## config.mk

```make
export PLATFORM = sky130hd
export DESIGN_NAME = pipe_stage_elastic
export DESIGN_NICKNAME = d
export VERILOG_FILES = /design/src/rtl/pipe_stage_elastic.sv
export SDC_FILE = /design/constraint.sdc
export NUM_CORES = 1
export LEC_CHECK = 0
export BUFFER_PORTS_ARGS = -buffer_cell sky130_fd_sc_hd__buf_2
export CELL_PAD_IN_SITES_DETAIL_PLACEMENT = 0
export CELL_PAD_IN_SITES_GLOBAL_PLACEMENT = 2
export CORE_MARGIN = 4
export CORE_UTILIZATION = 27
export DETAILED_ROUTE_END_ITERATION = 10
export PLACE_DENSITY_LB_ADDON = 0.2
export SLEW_MARGIN = 10
export SYNTH_ARGS = -nofsm -noshare
export SYNTH_HDL_FRONTEND = slang
export SYNTH_SLANG_ARGS = --single-unit
```

## constraint.sdc

```tcl
create_clock -name clock -period 4.58 [get_ports clock]
set_clock_uncertainty 0.05 [all_clocks]
set_input_delay 0.687 -clock clock [delete_from_list [all_inputs] [get_ports clock]]
set_output_delay 0.687 -clock clock [all_outputs]
set_load 0.02 [all_outputs]
```

## src/rtl/pipe_stage_elastic.sv

```systemverilog
// Elastic pipeline stage: valid/ready handshake with a 2-entry skid buffer,
// synchronous flush, and saturating stall/bubble performance counters.
module pipe_stage_elastic #(
    parameter int WIDTH       = 32,
    parameter int COUNT_WIDTH = 16
) (
    input  logic                   clock,
    input  logic                   reset,
    input  logic                   in_valid,
    output logic                   in_ready,
    input  logic [WIDTH-1:0]       in_data,
    output logic                   out_valid,
    input  logic                   out_ready,
    output logic [WIDTH-1:0]       out_data,
    input  logic                   flush,
    output logic [COUNT_WIDTH-1:0] stall_count,
    output logic [COUNT_WIDTH-1:0] bubble_count
);

    localparam logic [1:0] S_EMPTY = 2'd0;
    localparam logic [1:0] S_BUSY  = 2'd1;
    localparam logic [1:0] S_FULL  = 2'd2;

    localparam logic [COUNT_WIDTH-1:0] CNT_ONE = 1;
    localparam logic [COUNT_WIDTH-1:0] CNT_MAX = '1;

    logic [1:0]             state_q, state_d;
    logic [WIDTH-1:0]       main_q, main_d;
    logic [WIDTH-1:0]       skid_q, skid_d;
    logic [COUNT_WIDTH-1:0] stall_q, stall_d;
    logic [COUNT_WIDTH-1:0] bubble_q, bubble_d;
    logic                   in_fire;
    logic                   out_fire;

    // Handshake outputs depend on the state register only
    assign in_ready     = (state_q != S_FULL);
    assign out_valid    = (state_q != S_EMPTY);
    assign out_data     = main_q;
    assign stall_count  = stall_q;
    assign bubble_count = bubble_q;
    assign in_fire      = in_valid & in_ready;
    assign out_fire     = out_valid & out_ready;

    // Occupancy and data movement between input, skid and head registers
    always_comb begin
        state_d = state_q;
        main_d  = main_q;
        skid_d  = skid_q;
        unique case (state_q)
            S_EMPTY: begin
                if (in_fire) begin
                    main_d  = in_data;
                    state_d = S_BUSY;
                end
            end
            S_BUSY: begin
                if (in_fire && out_fire) begin
                    main_d = in_data;
                end else if (in_fire) begin
                    skid_d  = in_data;
                    state_d = S_FULL;
                end else if (out_fire) begin
                    state_d = S_EMPTY;
                end
            end
            S_FULL: begin
                if (out_fire) begin
                    main_d  = skid_q;
                    state_d = S_BUSY;
                end
            end
            default: state_d = S_EMPTY;
        endcase
        // A flushed cycle drops everything held and anything accepted
        if (flush) begin
            state_d = S_EMPTY;
        end
    end

    // Saturating counters; flush does not affect them
    always_comb begin
        stall_d  = stall_q;
        bubble_d = bubble_q;
        if (out_valid && !out_ready && stall_q != CNT_MAX) begin
            stall_d = stall_q + CNT_ONE;
        end
        if (!out_valid && out_ready && bubble_q != CNT_MAX) begin
            bubble_d = bubble_q + CNT_ONE;
        end
    end

    // State registers with synchronous reset taking priority over flush
    always_ff @(posedge clock) begin
        if (reset) begin
            state_q  <= S_EMPTY;
            main_q   <= '0;
            skid_q   <= '0;
            stall_q  <= '0;
            bubble_q <= '0;
        end else begin
            state_q  <= state_d;
            main_q   <= main_d;
            skid_q   <= skid_d;
            stall_q  <= stall_d;
            bubble_q <= bubble_d;
        end
    end

endmodule

```

==> results.md <==
- Status: completed
- Synth Cell Area: 4260 µm²
- Site Rows: 45
- CORE AREA: 15300 µm²
- Routed len/inst: 14.5 µm
- Die Ht: 134 µm
- Overflow after GRT: 0
- Port Buffers: 102
- CP arrival: 2.54 ns
- Dpl cell area: 4960 µm²
- Worst slew margin: 15.2%
- Cts hold-fix bufs: 0
- Gpl congestion: 0.712
- Kind of critical path: flip-flop to flip-flop
- Vias per cell: 4.83
- Critical-path maximum fanout: 5
- RSZ-0062 raised after global routing: false
- Most frequent cells in the layout: buf_2 (101), dfxtp_1 (98), nand2_1 (75)
- Crit path launch type: flip-flop
- # diodes: 0
- Worst skew pair latency: 0.34 ns
- Commonest non-fill, non-tap cell in the layout: buf_2
- First-pass GRT wire length: 18500 µm
- CP Data Required Time: 4.73 ns
- Routed wire length: 11500 µm
- Starting Density: 27.8%
- Register area share after synthesis: 46.1%
- Post-Synthesis Mean Instance Area: 8.64 µm²
- Die area: 17800 µm²
- P_leak: 2.22 nW
- FMAX: 417 MHz
- DR vias: 3831
- Largest net degree at the start of global routing: 105
- Pwr dens: 364 nW/µm²
- Post-CTS Setup Bufs: 0
- Setup_tns: 0 ns
- CTS Root Cell: clkbuf_16
- DR pass1 iterations: 4
- TritonCTS buffer count: 9
- Gr usage total: 12.8%
- Cells along the critical path: ha_1 > nand3_1 > o41ai_1 > mux2i_1 > nor2_1
- Gate Count Post-Synth: 493
- Io pins: 103
- PostCTS Resize Cnt: 0
- Commonest register cell after synthesis: dfxtp_1
- Final Slew Violations: 0
- Clk pin slew, worst setup/hold paths: 0.07 ns
- Hold Vio Cnt, Final: 0
- Area growth from synthesis to layout: 24.2%
- CP max-delay cell: o41ai_1
- Final HPWL DP: 7610 µm
- Worst Tran Pin Value: 1.26 ns
- FF+latch count, synth: 98
- Tmin final: 2.40 ns
- Vias in the first global route: 3521
- Initial antenna violation count: 0
- Die Wd: 134 µm
- VDD IR max: 0.180 mV
- EDFF count, synth: 0
- Hold path cells: 2
- # clock sinks: 98
- Final setup fails: 0
- Fin crit share: 52.4%
- Max_cap viols: 0
- Remaining DRCs: 0
- WHS: 0.403 ns
- Asr flop ratio synth: 0%
- H-tree depth: 3
- Final instance area: 5290 µm²
- Placed cell count: 777
- TritonCTS clock tree: done
- Utilization after layout: 34.5%
- YS warnings: 0
- Nets: 616
- Syn nets: 532
- FF-to-FF path depth: 5
- Finished Layout Cells: 793
- Initial drt markers: 169
- Yosys cell types: 40
- Layout cells sized above 1: 23.5%
- Setup crit end kind: flip-flop
- CP max stage delay: 1.12 ns
- Clock Tree Buf Depth: 2
- Type of the most critical hold path: flip-flop to flip-flop
- Antenna viol nets, final: 0
cell type report:
type | instances | area, µm²
fill | 1690 | 10000
multi-input combinational | 358 | 2170
sequential | 98 | 1960
timing repair buffer | 108 | 558
tap | 211 | 264
clock buffer | 10 | 239
clock inverter | 6 | 87.6
inverter | 2 | 7.51
per-layer routing:
metal / global-route usage (%) / share of wire [%] / up-vias
met1: 17.4 / 49 / 1788
met5: 0 / 0 / -
met3: 4.65 / 5.6 / 10
li1: - / - / 1952
met4: 3.26 / 0.99 / 0
met2: 19.3 / 44 / 81
Yosys cell counts (all sizes together) (2+ instances only):
master | number | area, µm²
dfxtp | 98 | 1960
nand2 | 75 | 282
a21oi | 54 | 270
nor2 | 44 | 165
mux2i | 35 | 350
a211oi | 32 | 240
clkbuf | 29 | 109
or4 | 15 | 113
nand3 | 13 | 65.1
o31ai | 13 | 97.6
nand4 | 10 | 62.6
o21ai | 7 | 35.0
buf | 6 | 32.5
nor2b | 6 | 37.5
mux2 | 5 | 56.3
nor4 | 5 | 31.3
or3 | 5 | 31.3
and4 | 4 | 35.0
nor3 | 4 | 20.0
or2 | 4 | 25.0
and3 | 3 | 18.8
nand2b | 3 | 18.8
nor3b | 3 | 22.5
nor4b | 3 | 26.3
ha | 2 | 25.0
inv | 2 | 7.51
logic make-up (layout without fill, tap and decap cells):
family / count (synthesis) / in the layout / synth area share [%]
buffers and inverters: 37 / 126 / 3.50
and+or+nand+nor: 200 / 200 / 23.0
DFF: 98 / 98 / 46.1
AOI/OAI and AO/OA: 114 / 114 / 16.9
xor gates and xnor gates: 2 / 2 / 0.411
adders and majority gates: 2 / 2 / 0.588
muxes: 40 / 40 / 9.55
through the flow:
stage          power (mW)  setup slack, ns
2_1_floorplan        1.04             2.04
3_3_place_gp         1.11             1.86
3_5_place_dp         1.11             1.79
4_1_cts              1.97             2.10
5_1_grt              2.02             1.85
6_report             1.93             2.18
where the power goes:
part	total (mW)	internal [mW]	switching, mW
registers	0.905	0.885	0.0202
logic	0.185	0.0672	0.118
clock network	0.835	0.496	0.339
worst paths after layout:
path	start	slack, ns	to
setup / recovery	bubble_count[0]$_SDFFE_PP0P_	2.18	bubble_count[1]$_SDFFE_PP0P_
hold / removal	skid_q[3]$_SDFFE_PP0P_	0.40	skid_q[3]$_SDFFE_PP0P_
setup reg to reg	bubble_count[0]$_SDFFE_PP0P_	2.18	bubble_count[1]$_SDFFE_PP0P_
hold reg to reg	skid_q[3]$_SDFFE_PP0P_	0.40	skid_q[3]$_SDFFE_PP0P_
critical path: cells and delay by family (launching register included):
kind	cells	cell delay [ns]
AOI/OAI and AO/OA	1	1.12
DFF	1	0.40
muxes	1	0.28
adders and majority gates	1	0.21
and+or+nand+nor	2	0.19
sequential cells by signal, indices dropped and copies added (netlist names):
| name | count |
|---|---|
| out_data | 32 |
| skid_q | 32 |
| bubble_count | 16 |
| state_q | 2 |
| stall_count | 16 |
Note: power is estimated with default switching activity, not from simulation.
